[src/rtl/uart_pkg.sv]
// Shared UART timing constants and receiver state encoding.
// The transmitter uses the same bit timing constants.
package uart_pkg;

    localparam int unsigned BAUD_END   = 5208;
    localparam int unsigned BAUD_MID   = BAUD_END / 2 - 1;
    localparam int unsigned BIT_END    = 9;
    localparam int unsigned BAUD_CNT_W = 13;
    localparam int unsigned BIT_CNT_W  = 4;

    typedef enum logic [1:0] {
        IDLE  = 2'd0,
        START = 2'd1,
        DATA  = 2'd2,
        STOP  = 2'd3
    } rx_state_t;

endpackage

[src/rtl/uart_rx_sync.sv]
// Three-flop synchroniser for the asynchronous serial line.
// Also detects the falling edge that marks a start bit.
module uart_rx_sync (
    input  logic i_clk,
    input  logic i_rst_n,
    input  logic i_rx,
    output logic o_rx_s2,
    output logic o_fall
);

    logic r_rx_s1;
    logic r_rx_s2;
    logic r_rx_s3;

    // Flops reset high so that a line idling high never looks like a start edge.
    always_ff @(posedge i_clk or negedge i_rst_n) begin
        if (!i_rst_n) begin
            r_rx_s1 <= 1'b1;
            r_rx_s2 <= 1'b1;
            r_rx_s3 <= 1'b1;
        end else begin
            r_rx_s1 <= i_rx;
            r_rx_s2 <= r_rx_s1;
            r_rx_s3 <= r_rx_s2;
        end
    end

    assign o_rx_s2 = r_rx_s2;
    assign o_fall  = r_rx_s3 & ~r_rx_s2;

endmodule

[src/rtl/uart_rx.sv]
// 8N1 UART receiver: start detection, mid-bit sampling, and a single-cycle
// po_flag strobe per good byte or frame_err strobe per bad stop bit.
module uart_rx
    import uart_pkg::*;
#(
    parameter int unsigned CLKS_PER_BIT = uart_pkg::BAUD_END,
    parameter int unsigned SAMPLE_AT    = CLKS_PER_BIT / 2 - 1
) (
    input  logic       sclk,
    input  logic       s_rst_n,
    input  logic       rs232_rx,
    output logic [7:0] rx_data,
    output logic       po_flag,
    output logic       frame_err
);

    localparam logic [BAUD_CNT_W-1:0] BAUD_LAST = BAUD_CNT_W'(CLKS_PER_BIT - 1);
    localparam logic [BAUD_CNT_W-1:0] BAUD_SAMP = BAUD_CNT_W'(SAMPLE_AT);
    localparam logic [BIT_CNT_W-1:0]  LAST_DATA = BIT_CNT_W'(BIT_END - 1);

    logic                  w_rx_s2;
    logic                  w_fall;
    logic                  w_samp;
    logic                  w_shift_en;
    logic                  w_good;
    logic                  w_bad;
    rx_state_t             r_state;
    rx_state_t             w_state_nxt;
    logic [BAUD_CNT_W-1:0] r_baud_cnt;
    logic [BIT_CNT_W-1:0]  r_bit_cnt;
    logic [BIT_CNT_W-1:0]  w_bit_cnt_nxt;
    logic [7:0]            r_shift;
    logic [7:0]            r_rx_data;
    logic                  r_po_flag;
    logic                  r_frame_err;

    uart_rx_sync u_sync (
        .i_clk   (sclk),
        .i_rst_n (s_rst_n),
        .i_rx    (rs232_rx),
        .o_rx_s2 (w_rx_s2),
        .o_fall  (w_fall)
    );

    assign w_samp = (r_state != IDLE) && (r_baud_cnt == BAUD_SAMP);

    always_ff @(posedge sclk or negedge s_rst_n) begin
        if (!s_rst_n) begin
            r_state   <= IDLE;
            r_bit_cnt <= '0;
        end else begin
            r_state   <= w_state_nxt;
            r_bit_cnt <= w_bit_cnt_nxt;
        end
    end

    always_comb begin
        w_state_nxt   = r_state;
        w_bit_cnt_nxt = r_bit_cnt;
        w_shift_en    = 1'b0;
        w_good        = 1'b0;
        w_bad         = 1'b0;
        case (r_state)
            IDLE: begin
                if (w_fall) begin
                    w_state_nxt = START;
                end
            end
            START: begin
                // A line back high at mid start bit was a glitch, not a frame.
                if (w_samp) begin
                    if (!w_rx_s2) begin
                        w_state_nxt   = DATA;
                        w_bit_cnt_nxt = BIT_CNT_W'(1);
                    end else begin
                        w_state_nxt = IDLE;
                    end
                end
            end
            DATA: begin
                if (w_samp) begin
                    w_shift_en    = 1'b1;
                    w_bit_cnt_nxt = r_bit_cnt + BIT_CNT_W'(1);
                    if (r_bit_cnt == LAST_DATA) begin
                        w_state_nxt = STOP;
                    end
                end
            end
            STOP: begin
                if (w_samp) begin
                    w_good        = w_rx_s2;
                    w_bad         = ~w_rx_s2;
                    w_state_nxt   = IDLE;
                    w_bit_cnt_nxt = '0;
                end
            end
            default: begin
                w_state_nxt   = IDLE;
                w_bit_cnt_nxt = '0;
            end
        endcase
    end

    always_ff @(posedge sclk or negedge s_rst_n) begin
        if (!s_rst_n) begin
            r_baud_cnt <= '0;
        end else if (r_state == IDLE || r_baud_cnt == BAUD_LAST) begin
            r_baud_cnt <= '0;
        end else begin
            r_baud_cnt <= r_baud_cnt + BAUD_CNT_W'(1);
        end
    end

    always_ff @(posedge sclk or negedge s_rst_n) begin
        if (!s_rst_n) begin
            r_shift     <= '0;
            r_rx_data   <= '0;
            r_po_flag   <= 1'b0;
            r_frame_err <= 1'b0;
        end else begin
            r_po_flag   <= w_good;
            r_frame_err <= w_bad;
            if (w_shift_en) begin
                r_shift <= {w_rx_s2, r_shift[7:1]};
            end
            if (w_good) begin
                r_rx_data <= r_shift;
            end
        end
    end

    assign rx_data   = r_rx_data;
    assign po_flag   = r_po_flag;
    assign frame_err = r_frame_err;

endmodule

[config.mk]
export PLATFORM = sky130hd
export DESIGN_NAME = uart_rx
export DESIGN_NICKNAME = d
export VERILOG_FILES = /design/src/rtl/uart_pkg.sv /design/src/rtl/uart_rx_sync.sv /design/src/rtl/uart_rx.sv
export SDC_FILE = /design/constraint.sdc
export NUM_CORES = 1
export LEC_CHECK = 0
export ABC_CLOCK_PERIOD_IN_PS = 2040
export CAP_MARGIN = 30
export CELL_PAD_IN_SITES_DETAIL_PLACEMENT = 1
export CELL_PAD_IN_SITES_GLOBAL_PLACEMENT = 1
export CORE_MARGIN = 5
export CORE_UTILIZATION = 46
export CTS_CLUSTER_SIZE = 24
export DETAILED_ROUTE_END_ITERATION = 7
export PLACE_DENSITY_LB_ADDON = 0.1
export SETUP_SLACK_MARGIN = 0.15
export SLEW_MARGIN = 20
export SYNTH_ARGS = -nofsm -noshare
export SYNTH_HDL_FRONTEND = slang
export SYNTH_SLANG_ARGS = --single-unit
[constraint.sdc]
create_clock -name sclk -period 2.04 [get_ports sclk]
set_input_delay 0.306 -clock sclk [delete_from_list [all_inputs] [get_ports sclk]]
set_output_delay 0.306 -clock sclk [all_outputs]
set_load 0.01 [all_outputs]
==> results of run 1 <==
==> final timing paths <==
path	from	to	slack (ps)	cells past startpoint
max reg2reg	r_baud_cnt[12]	r_shift[2]	230	4
max in group asynchronous	s_rst_n	u_sync.o_rx_s2	1070	3
max	r_baud_cnt[12]	r_shift[2]	230	4
min reg2reg	u_sync.r_rx_s1	u_sync.o_rx_s2	360	0
min	u_sync.r_rx_s1	u_sync.o_rx_s2	360	0
min in group asynchronous	s_rst_n	r_baud_cnt[1]	440	2
==> layer usage <==
metal | track usage | up-vias | part of all wire
li1 | - | 585 | -
met5 | 0 | - | 0
met3 | 0.0468 | 5 | 0.029
met1 | 0.189 | 613 | 0.46
met4 | 0.0471 | 0 | 0.010
met2 | 0.260 | 18 | 0.50
==> where the power goes <==
group          switching (mW)  internal [mW]  total, mW
sequential             0.0507          0.848      0.899
combinational           0.151          0.110      0.260
clock                   0.266          0.363      0.629
total                   0.467           1.32       1.79
==> kinds of logic (layout without fill, tap and decap cells) <==
logic type / after synthesis / in the layout
AOI/OAI and AO/OA: 12 / 12
muxes: 17 / 17
buffers and inverters: 8 / 34
and+or+nand+nor: 60 / 60
adders and majority gates: 3 / 3
xor gates and xnor gates: 10 / 10
DFF: 40 / 40
==> final cells by class <==
class	count	area, um2
clock buffer	6	72.6
clock inverter	2	35.0
fill	386	1550
inverter	3	11.3
multi-input combinational	102	782
sequential	40	1010
tap	48	60.1
timing repair buffer	23	225
==> Yosys cell counts (all sizes together), types with 3 or more instances <==
library cell,number,area share
nor2,17,0.043
clkbuf,4,0.0089
mux2,16,0.099
ha,3,0.021
and3,4,0.014
dfstp,3,0.043
inv,3,0.0062
nand3,5,0.014
nand4,9,0.043
dfrtp,37,0.51
xor2,9,0.043
nand2,9,0.019
==> through the flow <==
step           setup WS (ps)  std cells
2_1_floorplan            234        150
3_3_place_gp             206        211
3_5_place_dp             170        211
4_1_cts                  153        219
5_1_grt                  125        224
6_report                 225        224
==> state kept, by name (all words and copies together) (netlist names), named ones only <==
register / cells
rx_data: 8
u_sync.r_rx_s3: 1
r_bit_cnt: 4
u_sync.r_rx_s1: 1
u_sync.o_rx_s2: 1
r_state: 1
po_flag: 1
r_baud_cnt: 13
r_shift: 8
frame_err: 1
==> timing repair <==
| action | 4_1_cts | 5_1_grt |
|---|---|---|
| setup endpoints to repair | 0 | 18 |
| resized for setup | 0 | 1 |
| setup buffers | 0 | 3 |
| endpoints found under the hold margin | 0 | 11 |
| hold buffers | 0 | 1 |
==> results.sh, run 1 <==
export IMPL_yosys_cell_types_count=43
export IMPL_nets=181
export IMPL_die_width_um=72.9
export IMPL_syn_to_final_growth_pct=20.5
export IMPL_vias=1221
export IMPL_place_congestion=0.778
export IMPL_synth_top_family_by_area="simple AND/OR/NAND/NOR gates"
export IMPL_clk_latency_ps=290
export IMPL_io_buffers=12
export IMPL_arrival_ps=1990
export IMPL_fin_area_mm2=0.00219
export IMPL_final_max_slew_viol_count=0
export IMPL_setup_viol=0
export IMPL_holdWs_ps=363
export IMPL_grt_usage=0.154
export IMPL_crit_family="simple AND/OR/NAND/NOR gates"
export IMPL_first_pass_iters=4
export IMPL_fin_skew_ps=8.18
export IMPL_yosysWarnings=0
export IMPL_drt_iter0_drc=69
export IMPL_crit_path_start_kind="flip-flop"
export IMPL_grt_pass1_wl_um=6270
export IMPL_die_y_um=72.9
export IMPL_outcome="finished, final reports clean"
export IMPL_ant_nets=0
export IMPL_rows=22
export IMPL_drive_gt1_frac=0.205
export IMPL_clockBufferDepth=2
export IMPL_layout_cells_most_common="dfrtp_1"
export IMPL_grt_overflow=0
export IMPL_cp_data_required_time_ps=2210
export IMPL_hp_class="reg -> reg"
export IMPL_coreArea_mm2=0.00374
export IMPL_cts_root_buf="clkbuf_8"
export IMPL_powerDensity_mw_per_mm2=816
export IMPL_netlist_instances=150
export IMPL_critical_path_max_stage_delay_ps=420
export IMPL_path_cells="nor4b_4 > nand4_2 > nor2_4 > mux2_2"
export IMPL_synthesis_area_mm2=0.00182
export IMPL_numCtsBuffers=5
export IMPL_start_util=0.486
export IMPL_seq_area_frac_synth=0.552
export IMPL_vias_per_cell=5.45
export IMPL_final_cell_mix="dfrtp_1 (36), nor2_1 (15), clkdlybuf4s50_1 (11)"
export IMPL_irDropWorstVdd_v=0.000446
export IMPL_drt_wl_total_um=3750
export IMPL_cts_tree="done"
export IMPL_die_area_mm2=0.00531
export IMPL_cts_sinks=40
export IMPL_syn_num_nets=156
export IMPL_synthSimpleGateAreaFrac=0.209
export IMPL_fmax_ghz=0.551
export IMPL_diodes=0
export IMPL_synth_edf_count=0
export IMPL_setup_tns_final_ps=0
export IMPL_slowest_stage="dfrtp_1"
export IMPL_async_reset_ff_frac=1.00
export IMPL_period_share=0.890
export IMPL_synth_ff_type="dfrtp_1"
export IMPL_grt_pass1_vias=1299
export IMPL_dp_hpwl_um=2550
export IMPL_muxShareOfSynthArea=0.105
export IMPL_fin_util=0.586
export IMPL_grt_max_degree=41
export IMPL_critical_path_buf_inv_count=0
export IMPL_tightestPinTransition_ps=387
export IMPL_rsz0062_at_grt="no"
export IMPL_ys_seq_elements=40
export IMPL_path_class="reg -> reg"
export IMPL_hold_viol_final=0
export IMPL_power_total_mw=1.79
export IMPL_p_leak_nw=1.05
export IMPL_htree_num_levels=2
export IMPL_ioPinCount=13
export IMPL_synthXorXnorAreaFrac=0.0481
export IMPL_wl_per_cell_um=16.8
export IMPL_max_cap_viol_count=0
export IMPL_synth_compound_area_frac=0.0475
export IMPL_slew_limit_headroom=0.742
export IMPL_dpl_instance_area_mm2=0.00202
export IMPL_min_period_ps=1810
export IMPL_drc=0
export IMPL_cp_max_fo=8
export IMPL_syn_area_per_cell_um2=12.1
export IMPL_antenna_found_initial=0
export IMPL_synthAdderAreaFrac=0.0206
export IMPL_path_clk_slew_ps=80
export IMPL_endpoint_kind="flip-flop"
Note: power is estimated with default switching activity, not from simulation.
==> inputs of run 2 (changes only) <==
Settings changed: REMOVE_ABC_BUFFERS set to 1.
==> run 2 against run 1 <==
  * The run now ends with hold timing left
  * Core utilization grew 0.70 points
  * Wire length rose by 9.5%
  * First-iteration DRC count fell by 48%
  * Via count grew 3.0%
  * Largest cell class unchanged
==> results.sh, run 2 (same netlist as run 1, synthesis figures left out) <==
export IMPL_grt_usage=0.181
export IMPL_syn_to_final_growth_pct=21.9
export IMPL_clkPwrFrac=0.378
export IMPL_clk_latency_ps=290
export IMPL_path_clk_slew_ps=80
export IMPL_rows=22
export IMPL_largest_reg_flops=13
export IMPL_min_period_ps=1830
export IMPL_r2r_start="r_baud_cnt[12]"
export IMPL_irDropWorstVdd_v=0.000542
export IMPL_p_leak_nw=1.04
export IMPL_clockBufferDepth=2
export IMPL_setup_viol=0
export IMPL_die_y_um=72.9
export IMPL_antenna_found_initial=0
export IMPL_htree_num_levels=2
export IMPL_p_switching_mw=0.484
export IMPL_endpoint_kind="flip-flop"
export IMPL_place_congestion=0.784
export IMPL_vias_per_cell=5.59
export IMPL_fin_util=0.593
export IMPL_layout_cells_most_common="dfrtp_1"
export IMPL_grt_pass1_vias=1403
export IMPL_vias=1258
export IMPL_path_cells="nor4b_4 > buf_4 > nand4_4 > nor2_4 > mux2_2"
export IMPL_cts_root_buf="clkbuf_8"
export IMPL_period_share=0.898
export IMPL_fillers=396
export IMPL_arrival_ps=2000
export IMPL_max_cap_viol_count=0
export IMPL_coreArea_mm2=0.00374
export IMPL_rsz0062_at_grt="no"
export IMPL_ant_nets=0
export IMPL_slowest_stage="dfrtp_1"
export IMPL_p_comb_frac=0.142
export IMPL_outcome="complete, but fails checks"
export IMPL_path_class="reg -> reg"
export IMPL_fin_area_mm2=0.00222
export IMPL_critical_path_max_stage_delay_ps=440
export IMPL_ioPinCount=13
export IMPL_hp_class="in -> async"
export IMPL_wl_per_cell_um=18.3
export IMPL_holdWs_ps=-7.53
export IMPL_crit_start="r_baud_cnt[12]"
export IMPL_slew_limit_headroom=0.633
export IMPL_drc=0
export IMPL_drt_wl_total_um=4110
export IMPL_start_util=0.486
export IMPL_die_area_mm2=0.00531
export IMPL_fmax_ghz=0.546
export IMPL_fin_skew_ps=8.36
export IMPL_cts_tree="done"
export IMPL_crit_path_start_kind="flip-flop"
export IMPL_violations="hold timing"
export IMPL_numCtsBuffers=5
export IMPL_powerDensity_mw_per_mm2=844
export IMPL_cp_max_fo=8
export IMPL_intPower_mw=1.39
export IMPL_holdBufCountCts=0
export IMPL_die_width_um=72.9
export IMPL_grt_max_degree=26
export IMPL_power_frac_seq=0.480
export IMPL_drt_iter0_drc=36
export IMPL_setup_tns_final_ps=0
export IMPL_hold_viol_final=5
export IMPL_grt_pass1_wl_um=7280
export IMPL_regMostFlops="r_baud_cnt"
export IMPL_cts_sinks=40
export IMPL_io_buffers=12
export IMPL_final_cell_mix="dfrtp_1 (37), nor2_1 (15), clkdlybuf4s50_1 (11), buf_4 (11)"
export IMPL_dpl_instance_area_mm2=0.00204
export IMPL_diodes=0
export IMPL_r2r_slack_ps=210
export IMPL_first_pass_iters=4
export IMPL_grt_overflow=0
export IMPL_nets=182
export IMPL_drive_gt1_frac=0.220
export IMPL_dp_hpwl_um=2850
export IMPL_final_max_slew_viol_count=0
export IMPL_cp_data_required_time_ps=2210
export IMPL_swShare=0.258
export IMPL_tightestPinTransition_ps=551
==> run 2: cell type report <==
cell class                      instances  area (um2)  area share
Clock buffer                            7        96.3      0.0434
Clock inverter                          1        30.0      0.0135
Inverter                                3        11.3     0.00508
Multi-Input combinational cell        102         798       0.360
Sequential cell                        40        1000       0.453
Tap cell                               48        60.1      0.0271
Timing Repair Buffer                   24         218      0.0981
==> run 2: critical path, delay by kind of cell (launching register included) <==
kind / cells / cell delay, ps
simple gates: 3 / 750
mux: 1 / 370
buf+inv: 1 / 170
flops: 1 / 440
==> run 2: metrics by stage <==
step / hold WS [ps] / total power [mW] / instances / setup WS, ps
floorplan: 10.4 / 1.04 / 145 / 255
global placement: 323 / 1.16 / 214 / 215
detailed placement: 333 / 1.17 / 214 / 127
CTS: 8.57 / 1.90 / 223 / 154
global route: 42.1 / 1.98 / 225 / 102
finish: -7.53 / 1.87 / 225 / 209
==> run 2: repair_timing <==
action | 4_1_cts | 5_1_grt
resized for setup | 0 | 3
pin swaps | 2 | 2
buffers inserted | 1 | 2
setup endpoints to repair | 15 | 18
==> run 2: path summary, 6_finish.rpt <==
path,to,depth (start not counted)
max,r_shift[2],5
max in group asynchronous,u_sync.r_rx_s3,2
min in group sclk,u_sync.o_rx_s2,0
max reg2reg,r_shift[2],5
min reg2reg,u_sync.o_rx_s2,0
min,r_baud_cnt[5],1
==> run 2: per-layer routing <==
layer | GRT usage | share of wire | vias to the layer above
met2 | 0.302 | 0.52 | 13
li1 | - | - | 585
met3 | 0.0427 | 0.025 | 4
met1 | 0.225 | 0.44 | 656
met5 | 0 | 0 | -
met4 | 0.0758 | 0.012 | 0
==> run 2: power groups by stage <==
stage	registers [mW]	logic [mW]	clock network, mW
after floorplan	0.920	0.120	0
after global placement	0.906	0.251	0
after detailed placement	0.912	0.263	0
after CTS	0.896	0.267	0.732
after global routing	0.904	0.300	0.773
final	0.898	0.265	0.708
==> inputs of run 3 (changes only) <==
Settings changed: CTS_CLUSTER_SIZE 24 to unset.
==> results of run 3 <==
The final DEF is identical to that of run 2; final timing and power are the same.
